File: config.mk
export PLATFORM = sky130hd
export DESIGN_NAME = baggage_drop_ctrl
export DESIGN_NICKNAME = d
export VERILOG_FILES = /design/src/rtl/baggage_drop_pkg.sv /design/src/rtl/cycle_timer.sv /design/src/rtl/baggage_drop_ctrl.sv
export SDC_FILE = /design/constraint.sdc
export NUM_CORES = 1
export LEC_CHECK = 0
export CORE_AREA = 2 2 74 76
export DETAILED_ROUTE_END_ITERATION = 16
export DIE_AREA = 0 0 76 78
export PLACE_DENSITY_LB_ADDON = 0.3
export RECOVER_POWER = 25
export SYNTH_ARGS = -nofsm -noshare
export SYNTH_HDL_FRONTEND = slang
export SYNTH_SLANG_ARGS = --single-unit
export TNS_END_PERCENT = 10
File: constraint.sdc
create_clock -name clk -period 9 [get_ports clk]
set_clock_uncertainty 0.2 [all_clocks]
set_input_delay 1.8 -clock clk [delete_from_list [all_inputs] [get_ports clk]]
set_output_delay 1.8 -clock clk [all_outputs]
set_load 0.01 [all_outputs]
File: src/rtl/baggage_drop_pkg.sv
// Shared types and widths for the baggage-drop sequencing controller.
package baggage_drop_pkg;

    localparam int unsigned T_W   = 16;
    localparam int unsigned CNT_W = 8;

    typedef enum logic [2:0] {
        StIdle     = 3'd0,
        StArmed    = 3'd1,
        StConfirm  = 3'd2,
        StRelease  = 3'd3,
        StCooldown = 3'd4
    } state_e;

endpackage

File: src/rtl/cycle_timer.sv
// Loadable up/down cycle counter with a zero flag, shared across controller phases.
module cycle_timer
    import baggage_drop_pkg::*;
(
    input  logic           clk,
    input  logic           rst_n,
    input  logic           load,
    input  logic [T_W-1:0] load_val,
    input  logic           en,
    input  logic           up,
    output logic [T_W-1:0] cnt,
    output logic           zero
);

    logic [T_W-1:0] cnt_q;

    always_ff @(posedge clk or negedge rst_n) begin
        if (!rst_n) begin
            cnt_q <= '0;
        end else if (load) begin
            cnt_q <= load_val;
        end else if (en) begin
            cnt_q <= up ? cnt_q + 1'b1 : cnt_q - 1'b1;
        end
    end

    assign cnt  = cnt_q;
    assign zero = (cnt_q == '0);

endmodule

File: src/rtl/baggage_drop_ctrl.sv
// Baggage-drop sequencer: arm, confirm release condition, pulse hook, cool down.
module baggage_drop_ctrl
    import baggage_drop_pkg::*;
#(
    parameter int unsigned CONFIRM_N       = 3,
    parameter int unsigned RELEASE_CYCLES  = 4,
    parameter int unsigned COOLDOWN_CYCLES = 8,
    parameter int unsigned TIMEOUT_CYCLES  = 1000
) (
    input  logic             clk,
    input  logic             rst_n,
    input  logic             arm_req,
    input  logic             abort,
    input  logic [T_W-1:0]   t_act,
    input  logic             t_act_valid,
    input  logic [T_W-1:0]   t_lim,
    output logic             drop_en,
    output logic             release_o,
    output logic [CNT_W-1:0] drop_cnt,
    output logic             timeout_o,
    output logic [2:0]       state_o
);

    state_e           state_q, state_d;
    logic [3:0]       conf_q, conf_d;
    logic [CNT_W-1:0] drop_cnt_q, drop_cnt_d;
    logic             timeout_q, timeout_d;

    logic             tmr_load, tmr_en, tmr_up, tmr_zero;
    logic [T_W-1:0]   tmr_val, tmr_cnt;
    logic             ok, bad;
    logic [3:0]       conf_inc;

    assign ok       = t_act_valid && (t_act <= t_lim);
    assign bad      = t_act_valid && !(t_act <= t_lim);
    assign conf_inc = conf_q + 4'd1;

    cycle_timer u_timer (
        .clk      (clk),
        .rst_n    (rst_n),
        .load     (tmr_load),
        .load_val (tmr_val),
        .en       (tmr_en),
        .up       (tmr_up),
        .cnt      (tmr_cnt),
        .zero     (tmr_zero)
    );

    always_comb begin
        state_d    = state_q;
        conf_d     = conf_q;
        drop_cnt_d = drop_cnt_q;
        timeout_d  = timeout_q;
        tmr_load   = 1'b0;
        tmr_val    = '0;
        tmr_en     = 1'b0;
        tmr_up     = 1'b0;

        case (state_q)
            StIdle: begin
                if (arm_req && !abort) begin
                    state_d   = StArmed;
                    timeout_d = 1'b0;
                    conf_d    = '0;
                    tmr_load  = 1'b1;
                end
            end
            // Timer counts up through ARMED/CONFIRM; conf is 0 whenever in ARMED.
            StArmed, StConfirm: begin
                tmr_en = 1'b1;
                tmr_up = 1'b1;
                if (abort) begin
                    state_d = StIdle;
                end else if (ok && conf_inc == 4'(CONFIRM_N)) begin
                    state_d  = StRelease;
                    conf_d   = '0;
                    tmr_load = 1'b1;
                    tmr_val  = T_W'(RELEASE_CYCLES - 1);
                end else if (ok) begin
                    state_d = StConfirm;
                    conf_d  = conf_inc;
                end else if (bad && state_q == StConfirm) begin
                    state_d = StArmed;
                    conf_d  = '0;
                end else if (tmr_cnt >= T_W'(TIMEOUT_CYCLES - 1)) begin
                    state_d   = StIdle;
                    timeout_d = 1'b1;
                end
            end
            StRelease: begin
                if (tmr_zero) begin
                    state_d    = StCooldown;
                    drop_cnt_d = drop_cnt_q + 1'b1;
                    tmr_load   = 1'b1;
                    tmr_val    = T_W'(COOLDOWN_CYCLES - 1);
                end else begin
                    tmr_en = 1'b1;
                end
            end
            StCooldown: begin
                if (tmr_zero) begin
                    state_d = StIdle;
                end else begin
                    tmr_en = 1'b1;
                end
            end
            default: state_d = StIdle;
        endcase
    end

    always_ff @(posedge clk or negedge rst_n) begin
        if (!rst_n) begin
            state_q    <= StIdle;
            conf_q     <= '0;
            drop_cnt_q <= '0;
            timeout_q  <= 1'b0;
        end else begin
            state_q    <= state_d;
            conf_q     <= conf_d;
            drop_cnt_q <= drop_cnt_d;
            timeout_q  <= timeout_d;
        end
    end

    assign drop_en   = (state_q == StArmed) || (state_q == StConfirm) || (state_q == StRelease);
    assign release_o = (state_q == StRelease);
    assign drop_cnt  = drop_cnt_q;
    assign timeout_o = timeout_q;
    assign state_o   = state_q;

endmodule

==> results of run 1 <==
## flip-flops by register name, summed over array words and instances (netlist names)
name         cells
conf_q           4
state_o          3
u_timer.cnt     16
drop_cnt         8
timeout_o        1
## worst max-delay path, delay by kind of cell
kind / cells / cell delay, ns
AOI/OAI and AO/OA: 7 / 1.81
adders and majority gates: 1 / 0.28
buffers and inverters: 2 / 0.50
and+or+nand+nor: 1 / 0.52
## routing by layer
| layer | global-route usage | up-vias |
|---|---|---|
| met1 | 0.288 | 1199 |
| met5 | 0 | - |
| met2 | 0.404 | 79 |
| met3 | 0.0535 | 10 |
| li1 | - | 1274 |
| met4 | 0.0800 | 0 |
## power by group
group	internal [mW]	switching (mW)	total, mW
Combinational	0.464	0.537	1.00
Clock	0.0620	0.0508	0.113
Sequential	0.199	0.0588	0.257
Total	0.725	0.646	1.37
## metrics by stage
stage	cell area [µm²]	hold slack (ns)	util	power [mW]	setup WS (ns)
after floorplan	2860	0.287	-	1.07	4.68
after global placement	3400	0.260	0.675	1.22	3.91
after detailed placement	3400	0.263	0.675	1.26	3.81
after global routing	3480	0.300	0.691	1.51	3.88
after CTS	3500	0.276	0.694	1.37	4.08
final	3480	0.272	0.691	1.37	4.11
## Yosys cell counts (4+ instances only)
library cell | instances | area, µm²
or2_2 | 6 | 37.5
nor2b_1 | 4 | 25.0
inv_1 | 24 | 90.1
ha_1 | 33 | 413
o21ai_0 | 12 | 60.1
and3_1 | 6 | 37.5
a21oi_1 | 20 | 100
nor2_1 | 32 | 120
nand4_1 | 6 | 37.5
a21o_1 | 5 | 37.5
dfrtp_1 | 32 | 801
o31ai_1 | 4 | 30.0
nand2b_1 | 6 | 37.5
nor3_1 | 11 | 55.1
nand3_1 | 5 | 25.0
mux2i_1 | 8 | 80.1
o2111ai_1 | 4 | 35.0
xor2_1 | 5 | 43.8
nand2_1 | 18 | 67.6
xnor2_1 | 16 | 140
## worst min path at each step
stage,from,endpoint,slack [ns]
6_report,drop_cnt[7],drop_cnt[7],0.27
5_1_grt,drop_cnt[7],drop_cnt[7],0.30
4_1_cts,drop_cnt[7],drop_cnt[7],0.28
3_5_place_dp,drop_cnt[7],drop_cnt[7],0.26
3_3_place_gp,drop_cnt[7],drop_cnt[7],0.26
2_1_floorplan,conf_q[3],conf_q[3],0.29
## cell families after synthesis
logic type,share of synthesized area
XOR/XNOR,0.0643
flip-flops,0.280
multiplexers,0.0372
AO/OA/AOI/OAI,0.218
AND/OR/NAND/NOR,0.197
adder cells (fa/ha/maj),0.151
buffers and inverters,0.0521
## final cells by class
class | instances | area [µm²]
multi-input cells | 256 | 1900
fillers | 406 | 1560
flip-flops and latches | 32 | 801
repair buffers | 51 | 504
inverters | 26 | 97.6
well taps | 70 | 87.6
clock buffers | 7 | 86.3
clock inverters | 1 | 7.51
==> run summary, run 1 <==
CLOCKING
---------------------------------------------------------------------------------
Maximum clock insertion buffer count                                            2
Post_cts resized                                                                0
Worst-Skew Late Latency                                                   0.28 ns
Clock Tree Root                                                          clkbuf_8
CTS tree                                                                      yes
Clock H-tree levels                                                             2
CTS Sinks                                                                      32
Number of hold-repair buffers added at the cts stage                            0
CTS clk-pin slew, worst paths                                             0.07 ns
Post-CTS repair timing setup buffer count                                       0
Number of buffers inserted during clock tree synthesis                          5

POWER
---------------------------------------------------------------------------------
Leakage power figure                                                      1.59 nW
Cell area power density                                                394 nW/µm²
Worst-case vdd ir drop                                                   0.300 mV

PLACED DESIGN
---------------------------------------------------------------------------------
Dpl hpwl                                                                  5120 µm
Cell count after placement                                                    435
Total of buffers placed on input and output ports                              50
Final RePlAce weighted congestion                                           0.854

MIN PATH
---------------------------------------------------------------------------------
Hold path depth                                                                 1
Min-Delay Path Class                                                 flip-flop to flip-flop

DRT
---------------------------------------------------------------------------------
DR vias                                                                      2562
Top layer reached by signal wires                                            met4
Number of optimization iterations in the first detailed-route pass              5
1st-iter DRT viols                                                             83
Met3 routed wirelength                                                     339 µm
Routed length on met1                                                     2950 µm
Average wire length per cell after detail routing                         14.5 µm
Routed vias/inst                                                             5.78
Residual DRC                                                                    0
Wire length reported by the detailed router                               6420 µm
Length of routed met2 wiring                                              3030 µm
ANT nets after route                                                            0

CRITICAL PATH
---------------------------------------------------------------------------------
Slowest-stage cell, CP                                                     and2_1
CP startpoint                                                            t_lim[5]
Delay of the slowest cell on the worst path                               0.52 ns
Required time reported for the critical path endpoint                     9.02 ns
Slack of the worst reg-to-reg path                                        4.56 ns
CP Capture Point                                                     u_timer.cnt[2]
Largest fanout of any net on the critical path                                 16
Startpoint of the lowest-slack register-to-register path               state_o[0]
End of the worst register-to-register path                           u_timer.cnt[15]
Crit path kind                                                       input pin to flip-flop
Worst R2R Path Depth                                                           12
Cell seen most often among critical-path stages                            a21o_1
Element type at the critical path start                                 input pin
Sort of element at the end of the critical path                         flip-flop
Cell-by-cell trace of the critical path                              clkdlybuf4s50_1, inv_1, ha_1, a21o_1, a21o_1, a21o_1, a2111oi_4, o211ai_2, o31ai_4, and2_1, o32a_2
Data arrival time at the worst-slack endpoint                             4.91 ns

YOSYS
---------------------------------------------------------------------------------
Synthesized netlist cell count                                                320
Avg Cell Area, Syn                                                       8.93 µm²
Net count of the mapped netlist                                               391
Synth unique cells                                                             64
Post-Syn Area                                                            2860 µm²
EDFF count, synth                                                               0
Warnings, synthesis                                                             0
Flip-flop cell with the highest count after synthesis                     dfrtp_1
Share of synthesized registers carrying an async set or reset                1.00
Seq cells post-synth                                                           32
Register area share after synthesis                                         0.280

FLOORPLANNING
---------------------------------------------------------------------------------
Floorplan row count                                                            26
Floorplan die area                                                       5930 µm²
Width of the die                                                            76 µm
Starting density of the core                                                0.567
Core outline area                                                        5040 µm²
Die H                                                                       78 µm
Top-Level Pins                                                                 51

TIMING
---------------------------------------------------------------------------------
Min cycle time layout                                                     4.89 ns
Worst-Margin Slew                                                         1.68 ns
RSZ-0062 raised after global routing                                           no
Post-Route Setup TNS                                                         0 ns
Count of pins over their slew limit                                            33
Peak clock frequency supported by timing                                  204 MHz
Worst slew slack as a fraction of its limit                                -0.123
Period utilization                                                          0.544
# setup viols final                                                             0
Final-report hold violation count                                               0

FINAL LAYOUT
---------------------------------------------------------------------------------
Layout overhead on the synthesized area                                     21.8%
Non-filler instance count after layout                                        443
Net count reported at finish                                                  443
Ant diodes                                                                      0
Most used cells in the layout excluding fill and tap cells           49 x clkdlybuf4s50_1, 33 x ha_1, 32 x nor2_1, 32 x dfrtp_1, 24 x inv_1
Most common library cell in the layout ignoring fill and taps        clkdlybuf4s50_1
Proportion of layout cells with a drive suffix above 1                     0.0885

GLOBAL ROUTING
---------------------------------------------------------------------------------
Total congestion overflow after global routing                                  0
Antenna violations before repair                                                0
Largest net degree at the start of global routing                              33
Total Routing Usage GR                                                      0.234
Number of global-route vias before repair                                    2514
Global-route wire length before repair                                   11400 µm

STATUS
---------------------------------------------------------------------------------
Result of the run                                                    finished with violations
Violations in the final reports                                      capacitance limit, slew limit

RUN
---------------------------------------------------------------------------------
Max-cap viol count                                                              1

No activity file was read; power rests on OpenSTA's default activity.
==> run 2, diff against run 1 <==
CORE_AREA = 2 2 76 78   (was 2 2 74 76)
DIE_AREA = 0 0 78 80   (was 0 0 76 78)
clock period = 5.01 ns   (was 9 ns; I/O delays follow)
==> run summary, run 2 (synthesis results as in run 1) <==
POWER
---------------------------------------------------------------------------------
Leakage power figure                                                      1.62 nW   +1.9%
Worst-case vdd ir drop                                                   0.658 mV   +120%
Cell area power density                                                717 nW/µm²   +82%

PLACED DESIGN
---------------------------------------------------------------------------------
Total of buffers placed on input and output ports                              50   unchanged
Final RePlAce weighted congestion                                           0.850   -0.52%
Cell count after placement                                                    439   +0.92%
Dpl hpwl                                                                  4930 µm   -3.7%

FINAL LAYOUT
---------------------------------------------------------------------------------
Net count reported at finish                                                  445   +0.45%
Most common library cell in the layout ignoring fill and taps        clkdlybuf4s50_1
Largest register FFs                                                           16   unchanged
Non-filler instance count after layout                                        447   +0.90%
Layout overhead on the synthesized area                                     23.9%
Sequential cell area                                                      801 µm²   unchanged
Ant diodes                                                                      0   unchanged
Most used cells in the layout excluding fill and tap cells           49 x clkdlybuf4s50_1, 33 x ha_1, 32 x nor2_1, 32 x dfrtp_1, 24 x inv_1
Multi-input gate area in the final layout                                1910 µm²   +0.59%
Proportion of layout cells with a drive suffix above 1                     0.0987   +0.0102
Fill cell instance count of the final layout                                  454   +12%

DRT
---------------------------------------------------------------------------------
Number of optimization iterations in the first detailed-route pass              6   +1
DR vias                                                                      2542   -0.78%
Residual DRC                                                                    0   unchanged
Routed vias/inst                                                             5.69   -1.7%
Average wire length per cell after detail routing                         14.2 µm   -1.8%
1st-iter DRT viols                                                            136   +64%
ANT nets after route                                                            0   unchanged
Wire length reported by the detailed router                               6360 µm   -0.93%

TIMING
---------------------------------------------------------------------------------
Period utilization                                                          0.820
Final-report hold violation count                                               0   unchanged
Count of pins over their slew limit                                            33   unchanged
Min cycle time layout                                                     4.11 ns
Peak clock frequency supported by timing                                  244 MHz
Post-Route Setup TNS                                                         0 ns   unchanged
Worst slew slack as a fraction of its limit                                -0.136   -0.0132
RSZ-0062 raised after global routing                                           no
# setup viols final                                                             0   unchanged
Worst-Margin Slew                                                         1.70 ns   +0.0198 ns

GLOBAL ROUTING
---------------------------------------------------------------------------------
Antenna violations before repair                                                0   unchanged
Total Routing Usage GR                                                      0.220   -0.0131
Total congestion overflow after global routing                                  0   unchanged
Global-route wire length before repair                                   11200 µm   -2.0%
Largest net degree at the start of global routing                              33   unchanged
Number of global-route vias before repair                                    2539   +0.99%

CRITICAL PATH
---------------------------------------------------------------------------------
Largest fanout of any net on the critical path                                 16   unchanged
Element type at the critical path start                                 input pin
Required time reported for the critical path endpoint                     5.03 ns   -3.99 ns
Sort of element at the end of the critical path                         flip-flop
Crit path kind                                                       input pin to flip-flop
Data arrival time at the worst-slack endpoint                             4.12 ns   -0.79 ns

FLOORPLANNING
---------------------------------------------------------------------------------
Floorplan die area                                                       6240 µm²   +5.3%
Die H                                                                       80 µm   +2.6%
Core outline area                                                        5410 µm²   +7.2%
Floorplan row count                                                            27   +3.8%
Starting density of the core                                                0.529   -0.0381
Width of the die                                                            78 µm   +2.6%
Top-Level Pins                                                                 51   unchanged

MIN PATH
---------------------------------------------------------------------------------
Min-Delay Path Class                                                 flip-flop to flip-flop

CLOCKING
---------------------------------------------------------------------------------
CTS tree                                                                      yes
Post-CTS repair timing setup buffer count                                       0   unchanged
Number of hold-repair buffers added at the cts stage                            0   unchanged
Number of buffers inserted during clock tree synthesis                          5   unchanged
Maximum clock insertion buffer count                                            2   unchanged
Post_cts resized                                                                0   unchanged
Clock Tree Root                                                          clkbuf_8
Clock H-tree levels                                                             2   unchanged
CTS clk-pin slew, worst paths                                             0.06 ns   about the same
Worst-Skew Late Latency                                                   0.28 ns   about the same
CTS Sinks                                                                      32   unchanged

STATUS
---------------------------------------------------------------------------------
Result of the run                                                    finished with violations
Violations in the final reports                                      capacitance limit, slew limit

RUN
---------------------------------------------------------------------------------
Max-cap viol count                                                              1   unchanged

run 2: layout make-up:
type                    count  share of cell area
flip-flops and latches     32               0.226
clock buffers               7              0.0272
multi-input cells         256               0.539
clock inverters             1             0.00847
well taps                  72              0.0254
repair buffers             53               0.147
inverters                  26              0.0275
run 2: final timing paths:
kind / startpoint / endpoint / slack (ns) / cells after the start
worst max-delay path: t_lim[5] / u_timer.cnt[1] / 0.90 / 11
worst min-delay path: drop_cnt[7] / drop_cnt[7] / 0.28 / 1
worst max register to register: state_o[0] / u_timer.cnt[15] / 1.39 / 13
worst min register to register: drop_cnt[7] / drop_cnt[7] / 0.28 / 1
max in group asynchronous: rst_n / u_timer.cnt[4] / 2.12 / 2
min in group asynchronous: rst_n / drop_cnt[4] / 1.50 / 2
run 2: stage by stage:
stage          total power [mW]  hold slack, ns  cell area, µm²   util  setup WS [ns]
5_1_grt                    2.81           0.303            3540  0.656          0.729
3_5_place_dp               2.27           0.279            3420  0.633          0.641
6_report                   2.54           0.280            3540  0.656          0.904
2_1_floorplan              1.92           0.287            2860      -           1.45
3_3_place_gp               2.21           0.263            3420  0.633          0.738
4_1_cts                    2.54           0.287            3550  0.656          0.901
run 2: metal layers:
layer,global-route usage,vias to the layer above,wire length [µm]
met4,0.0754,0,95
met1,0.284,1193,3000
met5,0,-,0
met3,0.0396,9,303
met2,0.374,64,2970
li1,-,1276,-
run 2: power by group:
group / total, mW / leakage, nW / switching, mW / internal (mW)
Combinational: 1.81 / 1.14 / 0.956 / 0.851
Sequential: 0.465 / 0.416 / 0.109 / 0.357
Clock: 0.268 / 0.0645 / 0.0925 / 0.175
run 2: critical path, stage by stage:
cell             delay (ns)
clkdlybuf4s50_1        0.47
inv_1                  0.05
ha_1                   0.29
a21o_1                 0.18
a21o_1                 0.16
a21o_1                 0.19
a2111oi_4              0.46
o211ai_2               0.21
o31ai_4                0.32
and2_1                 0.54
o32a_1                 0.24
==> run 3, diff against run 2 <==
clock period = 3.9 ns   (was 5.01 ns; I/O delays follow)
==> run summary, run 3 (synthesis results as in run 1) <==
POWER
---------------------------------------------------------------------------------
Comb pwr share                                                              0.731   +0.020
Internal cell power                                                       1.79 mW   +30%
Total power after layout                                                  3.29 mW   +29%
Worst-case vdd ir drop                                                   0.743 mV   +13%
Net Sw Power                                                              1.49 mW   +29%
Clock network fraction of total power                                       0.094   -0.011
Share of power burned in registers                                          0.174   -0.009
Switching share of power                                                    0.454   -0.00104
Leakage power figure                                                      1.65 nW   +1.4%
Cell area power density                                                918 nW/µm²   +28%

TIMING
---------------------------------------------------------------------------------
Post-Route Setup TNS                                                         0 ns   unchanged
Hold Worst Slack                                                         0.272 ns   -0.00813 ns
Period utilization                                                          0.919
Setup ws final                                                           0.318 ns   -0.586 ns
Worst slew slack as a fraction of its limit                                -0.151   -0.0155
Peak clock frequency supported by timing                                  279 MHz
# setup viols final                                                             0   unchanged
RSZ-0062 raised after global routing                                           no
Min cycle time layout                                                     3.58 ns
Count of pins over their slew limit                                            33   unchanged
Final-report hold violation count                                               0   unchanged
Worst-Margin Slew                                                         1.73 ns   +0.0232 ns

DRT
---------------------------------------------------------------------------------
Wire length reported by the detailed router                               6380 µm   +0.33%
1st-iter DRT viols                                                            155   +14%
Residual DRC                                                                    0   unchanged
Routed vias/inst                                                             5.62   -1.2%
Average wire length per cell after detail routing                         14.1 µm   -1.0%
DR vias                                                                      2545   +0.12%
Number of optimization iterations in the first detailed-route pass              4   -2
ANT nets after route                                                            0   unchanged

FLOORPLANNING
---------------------------------------------------------------------------------
Die H                                                                       80 µm   unchanged
Core outline area                                                        5410 µm²   unchanged
Floorplan die area                                                       6240 µm²   unchanged
Top-Level Pins                                                                 51   unchanged
Starting density of the core                                                0.529   unchanged
Floorplan row count                                                            27   unchanged
Width of the die                                                            78 µm   unchanged

GLOBAL ROUTING
---------------------------------------------------------------------------------
Total congestion overflow after global routing                                  0   unchanged
Largest net degree at the start of global routing                              33   unchanged
Antenna violations before repair                                                0   unchanged
Number of global-route vias before repair                                    2439   -3.9%
Global-route wire length before repair                                   10800 µm   -3.3%
Total Routing Usage GR                                                      0.214   -0.00667

CLOCKING
---------------------------------------------------------------------------------
Post_cts resized                                                                0   unchanged
CTS clk-pin slew, worst paths                                             0.07 ns   about the same
Worst-Skew Late Latency                                                   0.28 ns   about the same
Maximum clock insertion buffer count                                            2   unchanged
CTS tree                                                                      yes
Number of hold-repair buffers added at the cts stage                            0   unchanged
Clock Tree Root                                                          clkbuf_8
Post-CTS repair timing setup buffer count                                       0   unchanged
Number of buffers inserted during clock tree synthesis                          5   unchanged
CTS Sinks                                                                      32   unchanged
Clock H-tree levels                                                             2   unchanged

CRITICAL PATH
---------------------------------------------------------------------------------
End of the worst register-to-register path                           u_timer.cnt[15]
Element type at the critical path start                                 input pin
Required time reported for the critical path endpoint                     3.87 ns   -1.16 ns
Startpoint of the lowest-slack register-to-register path               state_o[1]
Crit path kind                                                       input pin to flip-flop
Largest fanout of any net on the critical path                                  5   -11
Slack of the worst reg-to-reg path                                        0.39 ns   -1.00 ns
Sort of element at the end of the critical path                         flip-flop
Data arrival time at the worst-slack endpoint                             3.55 ns   -0.57 ns
CP Capture Point                                                       state_o[0]
CP startpoint                                                           t_lim[13]
Worst R2R Path Depth                                                           13   unchanged

FINAL LAYOUT
---------------------------------------------------------------------------------
Ant diodes                                                                      0   unchanged
Layout overhead on the synthesized area                                     25.3%
Most used cells in the layout excluding fill and tap cells           49 x clkdlybuf4s50_1, 33 x ha_1, 32 x nor2_1, 32 x dfrtp_1, 24 x inv_1
Proportion of layout cells with a drive suffix above 1                      0.110   +0.0116
Largest register FFs                                                           16   unchanged
Net count reported at finish                                                  451   +1.3%
Most common library cell in the layout ignoring fill and taps        clkdlybuf4s50_1

PLACED DESIGN
---------------------------------------------------------------------------------
Total of buffers placed on input and output ports                              50   unchanged
Dpl hpwl                                                                  5070 µm   +2.8%
Final RePlAce weighted congestion                                           0.884   +4.0%
Post-Place Worst Slack                                                  0.0114 ns   -0.630 ns

MIN PATH
---------------------------------------------------------------------------------
Min-Delay Path Class                                                 flip-flop to flip-flop

STATUS
---------------------------------------------------------------------------------
Result of the run                                                    finished with violations
Violations in the final reports                                      capacitance limit, slew limit

RUN
---------------------------------------------------------------------------------
Max-cap viol count                                                              1   unchanged

==> run 3: power groups by stage <==
stage	Sequential [mW]	Clock (mW)	Combinational (mW)
detailed placement	0.575	0	2.41
global placement	0.573	0	2.33
floorplan	0.550	0	1.92
global route	0.589	0.335	2.70
CTS	0.570	0.317	2.42
finish	0.573	0.311	2.40
==> run 3: routing by layer <==
metal / up-vias / GRT usage / wire length [µm] / share of wire
met3: 7 / 0.0396 / 343 / 0.054
met2: 69 / 0.364 / 3020 / 0.47
met1: 1175 / 0.275 / 2920 / 0.46
met4: 0 / 0.0684 / 100 / 0.016
met5: - / 0 / 0 / 0
li1: 1294 / - / - / -
==> run 3: critical path, stage by stage <==
cell and delay, ns:
clkdlybuf4s50_1 0.46, inv_1 0.04, ha_1 0.28, nand4_1 0.14
nor3_1 0.28, a21boi_2 0.25, a2111oi_4 0.09, o31a_1 0.31
o31a_2 0.32, mux2_4 0.30, a311o_2 0.30
==> run 3: how the worst min path moves through the flow <==
stage,from,endpoint,slack [ns],depth (start not counted)
final,drop_cnt[7],drop_cnt[7],0.27,1
after global routing,drop_cnt[7],drop_cnt[7],0.29,1
after CTS,drop_cnt[7],drop_cnt[7],0.28,1
after detailed placement,drop_cnt[7],drop_cnt[7],0.27,1
after global placement,drop_cnt[7],drop_cnt[7],0.26,1
after floorplan,rst_n,conf_q[0],0.28,0
==> run 3: stage by stage <==
step / std cells / cell area, µm² / utilization
2_1_floorplan: 320 / 2860 / -
5_1_grt: 453 / 3580 / 0.663
3_5_place_dp: 445 / 3480 / 0.644
6_report: 453 / 3580 / 0.663
3_3_place_gp: 445 / 3480 / 0.644
4_1_cts: 453 / 3590 / 0.663
==> run 3: layout make-up <==
cell class	instances	area (µm²)
Tap cell	72	90.1
Sequential cell	32	801
Fill cell	445	1820
Multi-Input combinational cell	256	1910
Timing Repair Buffer	59	577
Clock buffer	6	72.6
Inverter	26	97.6
Clock inverter	2	35.0
